File: src/rtl/uart_port_arbiter_if.sv
// Shared-UART access bundle: two requesters on one side, the UART register port on the other.
interface uart_port_arbiter_if;
    // requester 0
    logic        m0_valid;
    logic        m0_wen;
    logic [31:0] m0_addr;
    logic [31:0] m0_wdata;
    logic        m0_ready;
    logic        m0_resp;
    logic [31:0] m0_rdata;
    logic        m0_err;
    // requester 1
    logic        m1_valid;
    logic        m1_wen;
    logic [31:0] m1_addr;
    logic [31:0] m1_wdata;
    logic        m1_ready;
    logic        m1_resp;
    logic [31:0] m1_rdata;
    logic        m1_err;
    // UART register port
    logic [31:0] u_raddr;
    logic        u_rvalid;
    logic [31:0] u_rdata;
    logic [31:0] u_waddr;
    logic [31:0] u_wdata;
    logic        u_wvalid;

    // arbiter side
    modport slave (
        input  m0_valid, m0_wen, m0_addr, m0_wdata,
        input  m1_valid, m1_wen, m1_addr, m1_wdata,
        input  u_rdata,
        output m0_ready, m0_resp, m0_rdata, m0_err,
        output m1_ready, m1_resp, m1_rdata, m1_err,
        output u_raddr, u_rvalid, u_waddr, u_wdata, u_wvalid
    );

    // requesters plus UART model side
    modport master (
        output m0_valid, m0_wen, m0_addr, m0_wdata,
        output m1_valid, m1_wen, m1_addr, m1_wdata,
        output u_rdata,
        input  m0_ready, m0_resp, m0_rdata, m0_err,
        input  m1_ready, m1_resp, m1_rdata, m1_err,
        input  u_raddr, u_rvalid, u_waddr, u_wdata, u_wvalid
    );
endinterface

File: src/rtl/uart_port_arbiter.sv
// Round-robin arbiter sharing one UART register port between two requesters.
// Each grant runs accept -> single strobe -> response; stray addresses are
// answered locally with err so the UART FIFOs never move on them.
module uart_port_arbiter #(
    parameter logic [31:0] SERIAL_PORT = 32'ha00003f8
) (
    input  logic                clk,
    input  logic                rst_n,
    uart_port_arbiter_if.slave  bus
);

    localparam int unsigned DW = 32;

    typedef enum logic [1:0] {
        IDLE  = 2'd0,
        ISSUE = 2'd1,
        RESP  = 2'd2
    } state_e;

    state_e          state_q, state_d;
    logic            last_q, last_d;
    logic            id_q, id_d;
    logic            wen_q, wen_d;
    logic            hit_q, hit_d;
    logic [DW-1:0]   addr_q, addr_d;
    logic [DW-1:0]   wdata_q, wdata_d;

    logic            rvalid_q, rvalid_d;
    logic [DW-1:0]   raddr_q, raddr_d;
    logic            wvalid_q, wvalid_d;
    logic [DW-1:0]   waddr_q, waddr_d;
    logic [DW-1:0]   uwdata_q, uwdata_d;

    logic [1:0]      resp_q, resp_d;
    logic [1:0]      err_q, err_d;
    logic [DW-1:0]   rdata0_q, rdata0_d;
    logic [DW-1:0]   rdata1_q, rdata1_d;

    logic            win_c;
    logic            sel_wen_c;
    logic [DW-1:0]   sel_addr_c;
    logic [DW-1:0]   sel_wdata_c;
    logic            sel_hit_c;
    logic [1:0]      grant_c;

    // Winner choice: a lone requester wins, a tie goes to whoever was not granted last.
    always_comb begin
        win_c       = 1'b0;
        sel_wen_c   = 1'b0;
        sel_addr_c  = '0;
        sel_wdata_c = '0;
        if (bus.m0_valid && bus.m1_valid) begin
            win_c = ~last_q;
        end else begin
            win_c = bus.m1_valid;
        end
        if (win_c) begin
            sel_wen_c   = bus.m1_wen;
            sel_addr_c  = bus.m1_addr;
            sel_wdata_c = bus.m1_wdata;
        end else begin
            sel_wen_c   = bus.m0_wen;
            sel_addr_c  = bus.m0_addr;
            sel_wdata_c = bus.m0_wdata;
        end
        sel_hit_c = (sel_addr_c == SERIAL_PORT);
    end

    // Next-state and next-output logic; strobes and responses default to idle (0).
    always_comb begin
        state_d  = state_q;
        last_d   = last_q;
        id_d     = id_q;
        wen_d    = wen_q;
        hit_d    = hit_q;
        addr_d   = addr_q;
        wdata_d  = wdata_q;
        rvalid_d = 1'b0;
        raddr_d  = '0;
        wvalid_d = 1'b0;
        waddr_d  = '0;
        uwdata_d = '0;
        resp_d   = 2'b00;
        err_d    = 2'b00;
        rdata0_d = '0;
        rdata1_d = '0;
        grant_c  = 2'b00;

        unique case (state_q)
            IDLE: begin
                // rst_n gates ready so nothing is accepted while reset is held
                if ((bus.m0_valid || bus.m1_valid) && rst_n) begin
                    grant_c[win_c] = 1'b1;
                    id_d    = win_c;
                    last_d  = win_c;
                    wen_d   = sel_wen_c;
                    addr_d  = sel_addr_c;
                    wdata_d = sel_wdata_c;
                    hit_d   = sel_hit_c;
                    // strobe registers load now so the pulse appears in ISSUE
                    if (sel_hit_c && !sel_wen_c) begin
                        rvalid_d = 1'b1;
                        raddr_d  = sel_addr_c;
                    end
                    if (sel_hit_c && sel_wen_c) begin
                        wvalid_d = 1'b1;
                        waddr_d  = sel_addr_c;
                        uwdata_d = sel_wdata_c;
                    end
                    state_d = ISSUE;
                end
            end
            ISSUE: begin
                // UART read data is sampled on the edge that closes the read strobe
                resp_d[id_q] = 1'b1;
                err_d[id_q]  = ~hit_q;
                if (hit_q && !wen_q) begin
                    if (id_q) begin
                        rdata1_d = bus.u_rdata;
                    end else begin
                        rdata0_d = bus.u_rdata;
                    end
                end
                state_d = RESP;
            end
            RESP: begin
                state_d = IDLE;
            end
            default: begin
                state_d = IDLE;
            end
        endcase
    end

    // State, request latch and registered outputs; reset withdraws any strobe in flight.
    always_ff @(posedge clk or negedge rst_n) begin
        if (!rst_n) begin
            state_q  <= IDLE;
            last_q   <= 1'b1;
            id_q     <= 1'b0;
            wen_q    <= 1'b0;
            hit_q    <= 1'b0;
            addr_q   <= '0;
            wdata_q  <= '0;
            rvalid_q <= 1'b0;
            raddr_q  <= '0;
            wvalid_q <= 1'b0;
            waddr_q  <= '0;
            uwdata_q <= '0;
            resp_q   <= 2'b00;
            err_q    <= 2'b00;
            rdata0_q <= '0;
            rdata1_q <= '0;
        end else begin
            state_q  <= state_d;
            last_q   <= last_d;
            id_q     <= id_d;
            wen_q    <= wen_d;
            hit_q    <= hit_d;
            addr_q   <= addr_d;
            wdata_q  <= wdata_d;
            rvalid_q <= rvalid_d;
            raddr_q  <= raddr_d;
            wvalid_q <= wvalid_d;
            waddr_q  <= waddr_d;
            uwdata_q <= uwdata_d;
            resp_q   <= resp_d;
            err_q    <= err_d;
            rdata0_q <= rdata0_d;
            rdata1_q <= rdata1_d;
        end
    end

    assign bus.m0_ready = grant_c[0];
    assign bus.m1_ready = grant_c[1];
    assign bus.m0_resp  = resp_q[0];
    assign bus.m1_resp  = resp_q[1];
    assign bus.m0_err   = err_q[0];
    assign bus.m1_err   = err_q[1];
    assign bus.m0_rdata = rdata0_q;
    assign bus.m1_rdata = rdata1_q;
    assign bus.u_rvalid = rvalid_q;
    assign bus.u_raddr  = raddr_q;
    assign bus.u_wvalid = wvalid_q;
    assign bus.u_waddr  = waddr_q;
    assign bus.u_wdata  = uwdata_q;

endmodule

File: src/flat_wrapper.sv
// flat-port wrapper written by rule: the top's interface ports become plain ports
module uart_port_arbiter_flat 
#(
    parameter logic [31:0] SERIAL_PORT = 32'ha00003f8
)
  (clk, rst_n, bus_m0_valid, bus_m0_wen, bus_m0_addr, bus_m0_wdata, bus_m1_valid, bus_m1_wen, bus_m1_addr, bus_m1_wdata, bus_u_rdata, bus_m0_ready, bus_m0_resp, bus_m0_rdata, bus_m0_err, bus_m1_ready, bus_m1_resp, bus_m1_rdata, bus_m1_err, bus_u_raddr, bus_u_rvalid, bus_u_waddr, bus_u_wdata, bus_u_wvalid);
  uart_port_arbiter_if bus_i ();
  input  logic clk;
  input  logic rst_n;
  input wire logic [$bits(bus_i.m0_valid)-1:0] bus_m0_valid;
  input wire logic [$bits(bus_i.m0_wen)-1:0] bus_m0_wen;
  input wire logic [$bits(bus_i.m0_addr)-1:0] bus_m0_addr;
  input wire logic [$bits(bus_i.m0_wdata)-1:0] bus_m0_wdata;
  input wire logic [$bits(bus_i.m1_valid)-1:0] bus_m1_valid;
  input wire logic [$bits(bus_i.m1_wen)-1:0] bus_m1_wen;
  input wire logic [$bits(bus_i.m1_addr)-1:0] bus_m1_addr;
  input wire logic [$bits(bus_i.m1_wdata)-1:0] bus_m1_wdata;
  input wire logic [$bits(bus_i.u_rdata)-1:0] bus_u_rdata;
  output wire logic [$bits(bus_i.m0_ready)-1:0] bus_m0_ready;
  output wire logic [$bits(bus_i.m0_resp)-1:0] bus_m0_resp;
  output wire logic [$bits(bus_i.m0_rdata)-1:0] bus_m0_rdata;
  output wire logic [$bits(bus_i.m0_err)-1:0] bus_m0_err;
  output wire logic [$bits(bus_i.m1_ready)-1:0] bus_m1_ready;
  output wire logic [$bits(bus_i.m1_resp)-1:0] bus_m1_resp;
  output wire logic [$bits(bus_i.m1_rdata)-1:0] bus_m1_rdata;
  output wire logic [$bits(bus_i.m1_err)-1:0] bus_m1_err;
  output wire logic [$bits(bus_i.u_raddr)-1:0] bus_u_raddr;
  output wire logic [$bits(bus_i.u_rvalid)-1:0] bus_u_rvalid;
  output wire logic [$bits(bus_i.u_waddr)-1:0] bus_u_waddr;
  output wire logic [$bits(bus_i.u_wdata)-1:0] bus_u_wdata;
  output wire logic [$bits(bus_i.u_wvalid)-1:0] bus_u_wvalid;
  assign bus_i.m0_valid = bus_m0_valid;
  assign bus_i.m0_wen = bus_m0_wen;
  assign bus_i.m0_addr = bus_m0_addr;
  assign bus_i.m0_wdata = bus_m0_wdata;
  assign bus_i.m1_valid = bus_m1_valid;
  assign bus_i.m1_wen = bus_m1_wen;
  assign bus_i.m1_addr = bus_m1_addr;
  assign bus_i.m1_wdata = bus_m1_wdata;
  assign bus_i.u_rdata = bus_u_rdata;
  assign bus_m0_ready = bus_i.m0_ready;
  assign bus_m0_resp = bus_i.m0_resp;
  assign bus_m0_rdata = bus_i.m0_rdata;
  assign bus_m0_err = bus_i.m0_err;
  assign bus_m1_ready = bus_i.m1_ready;
  assign bus_m1_resp = bus_i.m1_resp;
  assign bus_m1_rdata = bus_i.m1_rdata;
  assign bus_m1_err = bus_i.m1_err;
  assign bus_u_raddr = bus_i.u_raddr;
  assign bus_u_rvalid = bus_i.u_rvalid;
  assign bus_u_waddr = bus_i.u_waddr;
  assign bus_u_wdata = bus_i.u_wdata;
  assign bus_u_wvalid = bus_i.u_wvalid;
  uart_port_arbiter #(.SERIAL_PORT(SERIAL_PORT)) u_core (.clk(clk), .rst_n(rst_n), .bus(bus_i));
endmodule
File: config.mk
export PLATFORM = sky130hd
export DESIGN_NAME = uart_port_arbiter_flat
export DESIGN_NICKNAME = d
export VERILOG_FILES = /design/src/rtl/uart_port_arbiter_if.sv /design/src/rtl/uart_port_arbiter.sv /design/src/flat_wrapper.sv
export SDC_FILE = /design/constraint.sdc
export NUM_CORES = 1
export LEC_CHECK = 0
export CAP_MARGIN = 30
export CORE_MARGIN = 8
export CORE_UTILIZATION = 41
export CTS_CLUSTER_DIAMETER = 40
export DETAILED_ROUTE_END_ITERATION = 6
export GPL_TIMING_DRIVEN = 0
export MAX_ROUTING_LAYER = met4
export PLACE_DENSITY = 0.95
export SLEW_MARGIN = 10
export SYNTH_ARGS = -nofsm -noshare
export SYNTH_HDL_FRONTEND = slang
export SYNTH_SLANG_ARGS = --single-unit
File: constraint.sdc
create_clock -name clk -period 3.2 [get_ports clk]
set_input_delay 0.32 -clock clk [delete_from_list [all_inputs] [get_ports clk]]
set_output_delay 0.32 -clock clk [all_outputs]
set_load 0.01 [all_outputs]
==> results.toml, run 1 <==
[status]
status = "finished, final reports clean"

[critical_path]
arrival_ns = 2.62
critPathKind = "in2out"
end_kind = "primary output"
max_stage_delay_ns = 0.59
crit_slowest_cell = "clkdlybuf4s50_1"
worstPathMaxFanout = 85
cpLargestDelayFamily = "buffers and inverters"
critPathLaunchType = "input port"
worstPathCellList = "dlygate4sd3_1, buf_12, o211ai_1, inv_2, nand2_1, inv_1, clkdlybuf4s50_1"
required_ns = 2.88
cp_num_buf_inv = 5

[route]
wl_per_cell_um = 19.8
post-route-drc-count = 0
vias_per_cell = 4.66
wl_mm = 19.7
drt_iter0_markers = 239
drtAntennaViolNets = 0
first_pass_iters = 4
dr_total_vias = 4642

[cts]
cts_buffers = 17
h-tree-depth = 4
post-cts-setup-buffers = 0
cts_root_buf = "clkbuf_16"
clock_path_buffers = 2
clock-sinks = 172
clkLatencyLatePin_ns = 0.43
cts_tree = "yes"
clkSlewWorstSetupHoldPaths_ns = 0.08

[floorplan]
fp-row-count = 44
core_um2 = 14400
start_util_pct = 41.5
die_area_um2 = 18700
die_w_um = 137
pin_count = 334
die_y_um = 137

[sta]
rsz0062_at_grt = "false"
drv_slew = 0
worstMarginPinSlew_ns = 0.530
relSlewSlack_pct = 64.2
fmax_mhz = 340
tns_ns = 0
finalCritPeriodShare_pct = 91.8
skew_ns = 0.0103
postLayoutSetupSlackWorst_ns = 0.262
timing.final.hold_violations = 0
setup-violations-final = 0
period_needed_ns = 2.94

[grt]
grt_max_degree = 90
grt_use_total_pct = 21.6
grt.overflow.total = 0
grt_pass1_vias = 5226
antenna_found_initial = 0
grt_pass1_wl_mm = 28.8

[placed_design]
portBuffers = 333
dp_slack_ns = 0.447
place.gp.congestion = 0.809
dpl.cell_count = 963
place_hpwl_mm = 15.6
place_area_um2 = 9760

[pwr]
power.leakage_nw = 4.76
powerDensity_nw_per_um2 = 459
ir_worst_vdd_uv = 356

[final_layout]
finalInstanceArea_um2 = 10400
drive_above_1_share_pct = 11.8
diodes = 0
final_nets = 965
syn2layout_area_growth_pct = 72.9
final_cells = 996

[logic_synthesis]
synth-edff-count = 0
ys_seq_elements = 172
synth_xor_area_share_pct = 0
synthTopCellsByArea = "dfrtp_1, and3_1, nor3_2"
synthFlopType = "dfrtp_1"
yosysSeqAreaShare_pct = 71.9
synth_top_area_share_pct = 71.4
synth-compound-area-share_pct = 0.835
yosys.area_share.simple_pct = 18.5
synthAdderAreaFrac_pct = 0
async_flop_share_pct = 100
synth_area_per_cell_um2 = 15.0
synthMuxAreaShare_pct = 5.53
yosys.cell_types.count = 29
syn_area_um2 = 5990
yosys_warnings = 0
synth_top_family_by_area = "simple AND/OR/NAND/NOR gates"
synth_top_cell_by_area = "dfrtp_1"
syn_inst = 400

[job]
drv_cap = 0

[hold_path]
min_path_type = "in2async"
-- registers in the layout (all words and copies together) (netlist names) --
signal and flops:
u_core.bus.u_waddr 32, u_core.bus.m1_rdata 32, u_core.bus.u_wvalid 1, u_core.last_q 1, u_core.hit_q 1, u_core.bus.m0_rdata 32, u_core.bus.u_wdata 32, u_core.bus.u_rvalid 1
u_core.resp_q 2, u_core.err_q 2, u_core.bus.u_raddr 32, u_core.id_q 1, u_core.state_q 2, u_core.wen_q 1
-- per-stage QoR --
step	power, mW	utilization [%]	hold slack (ns)
after CTS	4.79	71.8	0.455
final	4.76	71.8	0.427
after floorplan	2.43	-	0.0244
after global placement	2.78	67.4	0.446
after global routing	4.93	71.8	0.455
after detailed placement	2.79	67.6	0.353
-- cells in the final DEF (no fill, tap or decap), types with 3 or more instances in the layout --
master | Yosys | routed
dfrtp_1 | 171 | 171
and4b_1 | 3 | 3
clkinv_4 | 0 | 3
inv_6 | 0 | 4
and3_1 | 64 | 64
nor3_2 | 40 | 40
conb_1 | 1 | 46
buf_2 | 7 | 7
nor2_1 | 14 | 14
buf_6 | 9 | 9
nor4bb_1 | 6 | 6
clkbuf_16 | 0 | 17
mux2i_1 | 32 | 32
nor4_1 | 4 | 4
nor2b_1 | 5 | 5
nand2_1 | 9 | 9
clkbuf_1 | 13 | 13
nor3_1 | 6 | 6
inv_8 | 0 | 4
clkdlybuf4s50_1 | 0 | 332
-- area by class of cell --
| class | instances | area (um2) |
|---|---|---|
| sequential | 172 | 4310 |
| fill | 959 | 4070 |
| timing repair buffer | 335 | 3380 |
| multi-input combinational | 242 | 1660 |
| clock buffer | 18 | 439 |
| tap | 184 | 230 |
| buffer | 29 | 185 |
| clock inverter | 14 | 146 |
| inverter | 2 | 7.51 |
-- path summary, 6_finish.rpt --
| check | startpoint | end | slack (ns) | cells past startpoint |
|---|---|---|---|---|
| setup / recovery | rst_n | bus_m1_ready | 0.26 | 7 |
| setup reg to reg | u_core.last_q | u_core.bus.u_waddr[5] | 1.34 | 6 |
| hold / removal | rst_n | u_core.bus.m0_rdata[14] | 0.43 | 2 |
| min in group clk | u_core.state_q[1] | u_core.state_q[1] | 0.46 | 1 |
| max in group asynchronous | rst_n | u_core.bus.u_wdata[20] | 2.01 | 3 |
| hold reg to reg | u_core.state_q[1] | u_core.state_q[1] | 0.46 | 1 |
-- report_power, final --
part           switching, mW  internal [mW]
Clock                  0.944           1.06
Sequential            0.0168           2.22
Combinational          0.213          0.299
Total                   1.17           3.58
-- kinds of logic (layout without fill, tap and decap cells) --
family / after synthesis / count (layout)
AO/OA/AOI/OAI: 6 / 6
buffers and inverters: 31 / 398
flip-flops: 172 / 172
multiplexers: 33 / 33
other: 1 / 46
AND/OR/NAND/NOR: 157 / 157
-- per-layer routing --
metal	track usage [%]	vias up	part of all wire (%)
met5	-	-	0
met4	11.3	0	3.7
met3	6.42	45	8.1
met2	38.7	242	54
met1	20.4	2224	34
li1	-	2131	-
-- synth_stat cells (all sizes together) (2+ instances only) --
cell type  number
and3           64
and4b           3
buf            16
clkbuf         13
dfrtp         171
inv             2
mux2i          32
nand2           9
nand4           2
nor2           14
nor2b           5
nor3           46
nor4            4
nor4bb          6
o211ai          2
o21ai           2
-- repair_timing --
item / in CTS / in global routing
gates resized for setup: 0 / 1
endpoints found under the setup margin: 0 / 2
hold endpoints to repair: 82 / 0
hold buffers: 1 / 0
Power figures use the tool's default switching activity.
==> run 2: changes to the inputs <==
- CELL_PAD_IN_SITES_DETAIL_PLACEMENT: unset -> 0
- CELL_PAD_IN_SITES_GLOBAL_PLACEMENT: unset -> 1
- CORE_UTILIZATION: 41 -> 32
==> results.toml, run 2 (synthesized netlist as in run 1, its figures left out) <==
[status]
status = "finished, final reports clean"

[critical_path]
max_stage_delay_ns = 0.57
end_kind = "primary output"
rrSetupSlack_ns = 1.34
critPathLaunchType = "input port"
cp_num_buf_inv = 6
worstPathMaxFanout = 56
arrival_ns = 2.58
worstPathCellList = "dlygate4sd3_1, buf_8, buf_16, o211ai_1, inv_2, nand2_1, inv_1, clkdlybuf4s50_1"
crit_slowest_cell = "clkdlybuf4s50_1"
cpLargestDelayFamily = "buffers and inverters"
critPathKind = "in2out"
required_ns = 2.88

[final_layout]
multi_input_area_um2 = 1660
fin_util_pct = 56.6
layout_common_cells = "clkdlybuf4s50_1, dfrtp_1, and3_1"
mostFrequentLayoutCell = "clkdlybuf4s50_1"
syn2layout_area_growth_pct = 74.9
final_nets = 967
num-fill-cells = 1492
seqCellArea_um2 = 4310
drive_above_1_share_pct = 12.0

[floorplan]
pin_count = 334
start_util_pct = 32.4
die_area_um2 = 23400
die_y_um = 153
die_w_um = 153
core_um2 = 18500
fp-row-count = 50

[cts]
clkLatencyLatePin_ns = 0.42
cts_tree = "yes"
clock_path_buffers = 2
post-cts-setup-buffers = 0
clkSlewWorstSetupHoldPaths_ns = 0.07
cts_buffers = 17
clock-sinks = 172
h-tree-depth = 4
cts_root_buf = "clkbuf_16"

[placed_design]
portBuffers = 333
place.gp.congestion = 0.792
place_hpwl_mm = 15.0

[pwr]
powerDensity_nw_per_um2 = 458
ir_worst_vdd_uv = 302
power.leakage_nw = 4.80

[route]
wl_per_cell_um = 18.0
post-route-drc-count = 0
vias_per_cell = 4.35
drt_iter0_markers = 115
wl_mm = 18.9
first_pass_iters = 7
drtAntennaViolNets = 0
dr_total_vias = 4562

[job]
drv_cap = 0

[sta]
rsz0062_at_grt = "false"
tns_ns = 0
setup-violations-final = 0
skew_ns = 0.0125
drv_slew = 0
fmax_mhz = 345
worstMarginPinSlew_ns = 0.657
timing.final.hold_violations = 0
relSlewSlack_pct = 56.1
period_needed_ns = 2.90
finalCritPeriodShare_pct = 90.5

[grt]
antenna_found_initial = 1
grt.overflow.total = 0
grt_pass1_vias = 5134
grt_use_total_pct = 16.6
grt_max_degree = 112
grt_pass1_wl_mm = 28.9

[hold_path]
min_path_type = "reg2reg"
run 2: changes by cell type in the layout (fill, tap and decap cells not counted):
| cell | previous run | this run |
|---|---|---|
| buf_8 | 0 | 1 |
| diode_2 | 0 | 1 |
| clkinvlp_4 | 1 | 0 |
| clkinv_2 | 0 | 1 |
| clkbuf_16 | 17 | 18 |
| clkbuf_8 | 1 | 0 |
| inv_8 | 4 | 3 |
| buf_12 | 1 | 0 |
| bufinv_16 | 0 | 1 |
| clkinv_4 | 3 | 4 |
| buf_16 | 1 | 2 |
run 2: area by class of cell:
| type | count | area share, % |
|---|---|---|
| repair buffers | 337 | 32.7 |
| flip-flops and latches | 172 | 41.1 |
| plain buffers | 29 | 1.77 |
| clock buffers | 17 | 4.06 |
| clock inverters | 15 | 1.64 |
| well taps | 234 | 2.79 |
| diodes | 1 | 0.0239 |
| multi-input cells | 242 | 15.9 |
| inverters | 2 | 0.0716 |
run 2: stage by stage:
stage	std cells	worst slack, ns	instance area, um2	total power, mW	hold slack (ns)
after detailed placement	1013	0.273	9820	2.80	0.291
after global placement	1012	-6.00	9790	2.78	0.439
after CTS	1047	0.0540	10500	4.86	0.452
after global routing	1049	0.118	10500	5.00	0.454
final	1049	0.304	10500	4.81	0.447
after floorplan	445	1.64	6160	2.43	0.0244
run 2: power breakdown:
group | internal [mW] | switching [mW] | total (mW)
registers | 2.22 | 0.0158 | 2.24
logic | 0.305 | 0.216 | 0.520
clock network | 1.11 | 0.934 | 2.05
total | 3.64 | 1.17 | 4.81
run 2: path summary, 6_finish.rpt:
check	cells past startpoint	to	from
max	8	bus_m1_ready	rst_n
min	1	u_core.state_q[1]	u_core.state_q[1]
max reg2reg	6	u_core.bus.u_waddr[7]	u_core.last_q
min reg2reg	1	u_core.state_q[1]	u_core.state_q[1]
max in group asynchronous	3	u_core.last_q	rst_n
min in group asynchronous	3	u_core.bus.u_raddr[12]	rst_n
run 2: layer usage:
layer  vias up  part of all wire, %  GRT usage, %  routed length [um]
li1       2138                    -             -                   -
met5         -                    0             -                   0
met3        19                  8.2          6.71                1550
met1      2170                   36          16.4                6890
met2       235                   54          29.5               10200
met4         0                  1.3          5.18                 249
run 2: worst register-to-register path: cells and delay by family (launching register included):
family / cells / cell delay [ns]
flip-flops: 1 / 0.54
AO/OA/AOI/OAI: 2 / 0.47
buffers and inverters: 2 / 0.47
AND/OR/NAND/NOR: 2 / 0.28
run 2: what timing repair did:
action                     in CTS  in global routing
setup endpoints to repair       0                  2
hold buffers                    2                  0
hold endpoints to repair       62                  0
gates resized for setup         0                  0
